<file path="config.mk">
export PLATFORM = sky130hd
export DESIGN_NAME = stepper_sequencer_flat
export DESIGN_NICKNAME = d
export VERILOG_FILES = /design/src/rtl/stepper_sequencer_pkg.sv /design/src/rtl/stepper_sequencer_if.sv /design/src/rtl/stepper_sequencer_step_timer.sv /design/src/rtl/stepper_sequencer.sv /design/src/flat_wrapper.sv
export SDC_FILE = /design/constraint.sdc
export NUM_CORES = 1
export LEC_CHECK = 0
export ABC_AREA = 0
export CAP_MARGIN = 20
export CORE_MARGIN = 2
export CORE_UTILIZATION = 52
export CTS_CLUSTER_SIZE = 14
export DETAILED_ROUTE_END_ITERATION = 10
export GPL_TIMING_DRIVEN = 1
export PLACE_DENSITY = 0.77
export RECOVER_POWER = 25
export SLEW_MARGIN = 0
export SYNTH_ARGS = -nofsm -noshare
export SYNTH_HDL_FRONTEND = slang
export SYNTH_SLANG_ARGS = --single-unit
</file>
<file path="constraint.sdc">
create_clock -name clk -period 3.1 [get_ports clk]
set_input_delay 0.465 -clock clk [delete_from_list [all_inputs] [get_ports clk]]
set_output_delay 0.465 -clock clk [all_outputs]
set_load 0.05 [all_outputs]
</file>
<file path="src/rtl/stepper_sequencer_pkg.sv">
// Shared constants, FSM encoding and phase-rotation helper for the MCC
// coil-decoder front end.
package mcc_pkg;

  localparam logic [2:0] CS_OFF = 3'd0;
  localparam logic [2:0] PH1    = 3'd1;
  localparam logic [2:0] PH2    = 3'd2;
  localparam logic [2:0] PH3    = 3'd3;
  localparam logic [2:0] PH4    = 3'd4;

  typedef enum logic [1:0] {
    IDLE  = 2'd0,
    RUN   = 2'd1,
    DWELL = 2'd2,
    HOLD  = 2'd3
  } state_e;

  // Any out-of-range code recovers to PH1 so CS can never leave 0..4.
  function automatic logic [2:0] next_phase(input logic [2:0] phase, input logic dir);
    logic [2:0] nxt;
    nxt = PH1;
    if (phase >= PH1 && phase <= PH4) begin
      if (dir) nxt = (phase == PH4) ? PH1 : phase + 3'd1;
      else     nxt = (phase == PH1) ? PH4 : phase - 3'd1;
    end
    return nxt;
  endfunction

endpackage

</file>
<file path="src/rtl/stepper_sequencer_if.sv">
// Move-command / coil-state bundle between the command source and the
// stepper sequencer.
interface stepper_sequencer_if #(
  parameter int STEPS_W  = 16,
  parameter int PERIOD_W = 20
);
  logic                start;
  logic [STEPS_W-1:0]  steps;
  logic                dir;
  logic [PERIOD_W-1:0] period;
  logic                hold_en;
  logic                abort;
  logic [2:0]          CS;
  logic                busy;
  logic                done;

  modport master (
    output start, steps, dir, period, hold_en, abort,
    input  CS, busy, done
  );

  modport slave (
    input  start, steps, dir, period, hold_en, abort,
    output CS, busy, done
  );
endinterface

</file>
<file path="src/rtl/stepper_sequencer_step_timer.sv">
// Per-step tick generator: counts 0..P-1 while enabled, pulses tick_o on the
// last count and wraps to 0 in the same edge.
module step_timer #(
  parameter int PERIOD_W = 20
) (
  input  logic                clk,
  input  logic                rst_n,
  input  logic                clr_i,
  input  logic                en_i,
  input  logic [PERIOD_W-1:0] period_i,
  output logic                tick_o
);

  logic [PERIOD_W-1:0] cnt_q, cnt_d;

  // period_i is never 0 here; the top clamps it to 1 when latching.
  assign tick_o = en_i && !clr_i && (cnt_q == period_i - PERIOD_W'(1));

  always_comb begin
    cnt_d = cnt_q;
    if (clr_i)       cnt_d = '0;
    else if (en_i)   cnt_d = tick_o ? '0 : cnt_q + PERIOD_W'(1);
  end

  always_ff @(posedge clk) begin
    if (!rst_n) cnt_q <= '0;
    else        cnt_q <= cnt_d;
  end

endmodule

</file>
<file path="src/rtl/stepper_sequencer.sv">
// Turns move commands into the 3-bit coil current-state code, owning step
// timing, phase memory across moves, end-of-move dwell/hold and abort.
module stepper_sequencer
  import mcc_pkg::*;
#(
  parameter int STEPS_W  = 16,
  parameter int PERIOD_W = 20
) (
  input  logic                clk,
  input  logic                rst_n,
  stepper_sequencer_if.slave  bus
);

  state_e              state_q;
  logic [2:0]          phase_q;
  logic [2:0]          cs_q;
  logic                busy_q;
  logic                done_q;
  logic [STEPS_W-1:0]  remain_q;
  logic                dir_q;
  logic [PERIOD_W-1:0] period_q;

  logic                timer_en, timer_clr, tick;
  logic                start_ok;
  logic [PERIOD_W-1:0] period_eff;
  logic [2:0]          phase_adv;

  assign timer_en   = (state_q == RUN) || (state_q == DWELL);
  assign timer_clr  = bus.abort || !timer_en;
  assign start_ok   = bus.start && ((state_q == IDLE) || (state_q == HOLD));
  assign period_eff = (bus.period == '0) ? PERIOD_W'(1) : bus.period;
  assign phase_adv  = next_phase(phase_q, dir_q);

  step_timer #(.PERIOD_W(PERIOD_W)) u_timer (
    .clk      (clk),
    .rst_n    (rst_n),
    .clr_i    (timer_clr),
    .en_i     (timer_en),
    .period_i (period_q),
    .tick_o   (tick)
  );

  always_ff @(posedge clk) begin
    if (!rst_n) begin
      state_q  <= IDLE;
      phase_q  <= PH1;
      cs_q     <= CS_OFF;
      busy_q   <= 1'b0;
      done_q   <= 1'b0;
      remain_q <= '0;
      dir_q    <= 1'b0;
      period_q <= PERIOD_W'(1);
    end else begin
      done_q <= 1'b0;
      if (bus.abort) begin
        // phase_q is deliberately kept so the next move starts where the rotor is.
        state_q  <= IDLE;
        cs_q     <= CS_OFF;
        busy_q   <= 1'b0;
        remain_q <= '0;
      end else begin
        case (state_q)
          IDLE, HOLD: begin
            if (start_ok) begin
              if (bus.steps == '0) begin
                done_q <= 1'b1;
              end else begin
                remain_q <= bus.steps;
                dir_q    <= bus.dir;
                period_q <= period_eff;
                state_q  <= RUN;
                cs_q     <= phase_q;
                busy_q   <= 1'b1;
              end
            end else if (state_q == HOLD && !bus.hold_en) begin
              state_q <= IDLE;
              cs_q    <= CS_OFF;
            end
          end
          RUN: begin
            if (tick) begin
              phase_q  <= phase_adv;
              cs_q     <= phase_adv;
              remain_q <= remain_q - STEPS_W'(1);
              if (remain_q == STEPS_W'(1)) state_q <= DWELL;
            end
          end
          DWELL: begin
            if (tick) begin
              done_q <= 1'b1;
              busy_q <= 1'b0;
              if (bus.hold_en) begin
                state_q <= HOLD;
              end else begin
                state_q <= IDLE;
                cs_q    <= CS_OFF;
              end
            end
          end
          default: begin
            state_q <= IDLE;
            cs_q    <= CS_OFF;
            busy_q  <= 1'b0;
          end
        endcase
      end
    end
  end

  assign bus.CS   = cs_q;
  assign bus.busy = busy_q;
  assign bus.done = done_q;

endmodule

</file>
<file path="src/flat_wrapper.sv">
// flat-port wrapper written by rule: the top's interface ports become plain ports
module stepper_sequencer_flat import mcc_pkg::*;
#(
  parameter int STEPS_W  = 16,
  parameter int PERIOD_W = 20
)
  (clk, rst_n, bus_start, bus_steps, bus_dir, bus_period, bus_hold_en, bus_abort, bus_CS, bus_busy, bus_done);
  stepper_sequencer_if #(.STEPS_W(STEPS_W), .PERIOD_W(PERIOD_W)) bus_i ();
  input  logic clk;
  input  logic rst_n;
  input wire logic [$bits(bus_i.start)-1:0] bus_start;
  input wire logic [$bits(bus_i.steps)-1:0] bus_steps;
  input wire logic [$bits(bus_i.dir)-1:0] bus_dir;
  input wire logic [$bits(bus_i.period)-1:0] bus_period;
  input wire logic [$bits(bus_i.hold_en)-1:0] bus_hold_en;
  input wire logic [$bits(bus_i.abort)-1:0] bus_abort;
  output wire logic [$bits(bus_i.CS)-1:0] bus_CS;
  output wire logic [$bits(bus_i.busy)-1:0] bus_busy;
  output wire logic [$bits(bus_i.done)-1:0] bus_done;
  assign bus_i.start = bus_start;
  assign bus_i.steps = bus_steps;
  assign bus_i.dir = bus_dir;
  assign bus_i.period = bus_period;
  assign bus_i.hold_en = bus_hold_en;
  assign bus_i.abort = bus_abort;
  assign bus_CS = bus_i.CS;
  assign bus_busy = bus_i.busy;
  assign bus_done = bus_i.done;
  stepper_sequencer #(.STEPS_W(STEPS_W), .PERIOD_W(PERIOD_W)) u_core (.clk(clk), .rst_n(rst_n), .bus(bus_i));
endmodule
</file>
==> results.py <==
metrics = {
    "route": {
        "first_iter_violations": 294,
        "vias_per_cell": 6.127,
        "routed_wirelength_um": 11950,
        "routedWlPerCell_um": 16.46,
        "drc_errors": 0,
        "vias": 4448,
        "postRouteAntennaNets": 0,
        "dr.pass1.iters": 5,
    },
    "final_layout": {
        "nFillCells": 680,
        "area_growth_pct": 24.07,
        "diodes": 0,
        "fin_util_pct": 66.42,
        "finalNonFillerCells": 726,
        "design_area_sq_um": 5430,
        "drive_gt1_share_pct": 14.17,
        "finalNetCount": 671,
    },
    "floorplanning": {
        "io_pins": 47,
        "dieWidth_um": 95.74,
        "fp-row-count": 33,
        "die_area_sq_um": 9166,
        "die_height_um": 95.74,
        "start_util_pct": 53.54,
        "core_area_sq_um": 8175,
    },
    "clocking": {
        "hold_buffers": 0,
        "path_clk_slew_ps": 70,
        "clk-insertion-delay-late_ps": 350,
        "cts_buffers": 9,
        "tritoncts": "yes",
        "cts_sinks": 67,
        "cts_buffer_depth": 2,
        "cts_max_level": 3,
        "cts-root-buf": "clkbuf_8",
    },
    "sta": {
        "drv_slew": 0,
        "final.setup.worst_slack_ps": 35.52,
        "hold_slack_ps": 461.8,
        "finalSetupViolations": 0,
        "skew_ps": 9.922,
        "fmax_ghz": 0.3263,
        "finalHoldViolCount": 0,
        "timing.final.crit_share_pct": 98.85,
        "rsz0062_at_grt": "yes",
        "worstMarginPinSlew_ps": 825.9,
        "relSlewSlack_pct": 44.94,
        "tns_ps": 0,
        "min_period_ps": 3064,
    },
    "pwr": {
        "total_power_mw": 2.066,
        "ir_drop_uv": 228.7,
        "power.density_nw_per_um2": 380.5,
        "leakage_nw": 1.871,
    },
    "synth": {
        "ys_types": 67,
        "syn_avg_cell_area_sq_um": 7.802,
        "ys_seq_elements": 67,
        "synth_top_area_share_pct": 30.65,
        "synth_area_sq_um": 4377,
        "ys_async_sr_fraction_pct": 0,
        "synth.cells.most_frequent": "77 x nand2_1, 67 x dfxtp_1, 53 x nor2_1",
        "ys_warn_count": 0,
        "yosys.area.top_type": "dfxtp_1",
        "synth_flop_cell": "dfxtp_1",
        "synth_edf_count": 0,
        "synth_most_common_cell": "nand2_1",
        "synth_cells": 561,
        "synthesis.nets": 615,
        "ys_seq_area_share_pct": 30.65,
        "ys_top_cells_by_area": "dfxtp_1 31%, nand2_1 6.6%, xnor2_1 4.8%",
    },
    "placement": {
        "pre_cts_ws_ps": 20.56,
        "dp_hpwl_um": 8663,
        "numPortBuffers": 46,
        "place_inst": 707,
        "placed_cell_area_sq_um": 5041,
        "place_congestion": 1.027,
    },
    "global_route": {
        "antenna_found_initial": 0,
        "grt_pass1_vias": 4075,
        "overflow": 0,
        "grt_use_total_pct": 26.67,
        "grt_pass1_wl_um": 19200,
        "grt_max_degree": 23,
    },
    "job": {
        "cap_violations": 0,
    },
    "outcome": {
        "outcome": "finished clean",
    },
    "critical_path": {
        "critPathKind": "reg2reg",
        "worstPathArrival_ps": 3350,
        "cp-start-kind": "flip-flop",
        "crit_fanout": 10,
        "cp-end-kind": "flip-flop",
        "critical_path_required_ps": 3390,
    },
    "min_path": {
        "hold_class": "reg2reg",
    },
}
## placed cells by master, fill, tap and decap left out, types with 3 or more instances in the layout
| cell type | netlist | layout |
|---|---|---|
| nand2_1 | 77 | 76 |
| dfxtp_1 | 67 | 65 |
| nor2_1 | 53 | 42 |
| clkdlybuf4s50_1 | 0 | 41 |
| buf_4 | 0 | 25 |
| xnor2_1 | 24 | 24 |
| nand3_1 | 24 | 23 |
| inv_1 | 23 | 21 |
| nor4_1 | 22 | 21 |
| a21boi_0 | 21 | 21 |
| nor3_1 | 18 | 16 |
| a21oi_1 | 15 | 15 |
| xor2_1 | 15 | 15 |
| o21ai_0 | 13 | 13 |
| nand4_1 | 11 | 11 |
| ha_1 | 12 | 11 |
| o211ai_1 | 9 | 9 |
| o22ai_1 | 9 | 9 |
| clkbuf_8 | 0 | 9 |
| a31oi_1 | 8 | 8 |
| nor2b_1 | 8 | 8 |
| a211oi_1 | 8 | 8 |
| and3_1 | 6 | 6 |
| or3_1 | 7 | 6 |
| nor2_4 | 0 | 6 |
| clkbuf_1 | 23 | 6 |
| nand2b_1 | 5 | 5 |
| mux2i_1 | 5 | 5 |
| nor2_2 | 0 | 5 |
| dlygate4sd3_1 | 0 | 5 |
| nand4b_1 | 4 | 4 |
| a41oi_1 | 4 | 4 |
| and4_1 | 4 | 4 |
| a32o_1 | 4 | 4 |
| or2_2 | 3 | 3 |
| o21a_1 | 3 | 3 |
| and2_1 | 3 | 3 |
## layer usage
layer  global-route usage (%)  share of wire (%)
met1                    37.51                 46
met2                    40.03                 45
met5                        0                  0
met3                    4.699                6.0
met4                    11.67                2.9
## critical path: stages, from the launching register on
cell and delay (ps):
dfxtp_1 320, inv_2 70, ha_4 130, or4b_4 490, nor3_4 240, mux2_4 330, a311oi_4 390, nor3_2 100
and4bb_2 260, or3_4 390, clkbuf_16 190, nor2_1 90
## timing repair
item	CTS	global route
endpoints found under the setup margin	0	37
hold endpoints to repair	0	0
resized for setup	0	40
buffers inserted	0	2
## flip-flops by register name, indices dropped and copies added (netlist names)
name                  cells
u_core.period_q          20
u_core.state_q            2
u_core.bus.CS             3
u_core.bus.done           1
u_core.bus.busy           1
u_core.dir_q              1
u_core.remain_q          16
u_core.phase_q            3
u_core.u_timer.cnt_q     20
## logic make-up (layout without fill, tap and decap cells)
| logic type | after synthesis | after routing | synth area share [%] |
|---|---|---|---|
| XOR/XNOR | 39 | 39 | 7.805 |
| AO/OA/AOI/OAI | 117 | 117 | 19.50 |
| adder cells (fa/ha/maj) | 12 | 12 | 3.430 |
| buffers and inverters | 56 | 116 | 5.517 |
| multiplexers | 7 | 7 | 1.658 |
| flip-flops | 67 | 67 | 30.65 |
| AND/OR/NAND/NOR | 263 | 263 | 31.45 |
## power by group
group / total, mW / switching (mW) / internal (mW)
Clock: 0.683 / 0.318 / 0.365
Combinational: 0.465 / 0.257 / 0.208
Sequential: 0.918 / 0.0314 / 0.887
Total: 2.07 / 0.606 / 1.46
## layout make-up
cell class | count | area (sq um) | share of cell area [%]
Multi-Input combinational cell | 438 | 2944 | 54.22
Sequential cell | 67 | 1344 | 24.75
Timing Repair Buffer | 78 | 749.5 | 13.80
Clock buffer | 12 | 135.1 | 2.488
Tap cell | 105 | 131.4 | 2.419
Inverter | 23 | 86.33 | 1.590
Clock inverter | 3 | 40.04 | 0.7373
## worst paths after layout
| check | from | to | slack, ps | cells past startpoint |
|---|---|---|---|---|
| setup / recovery | u_core.period_q[1]$_SDFFE_PN0P_ | u_core.u_timer.cnt_q[13]$_SDFFE_PP0N_ | 40 | 11 |
| hold / removal | u_core.bus.CS[2]$_SDFFE_PP0P_ | u_core.bus.CS[2]$_SDFFE_PP0P_ | 460 | 2 |
| setup reg to reg | u_core.period_q[1]$_SDFFE_PN0P_ | u_core.u_timer.cnt_q[13]$_SDFFE_PP0N_ | 40 | 11 |
| hold reg to reg | u_core.bus.CS[2]$_SDFFE_PP0P_ | u_core.bus.CS[2]$_SDFFE_PP0P_ | 460 | 2 |
Note: power is estimated with default switching activity, not from simulation.
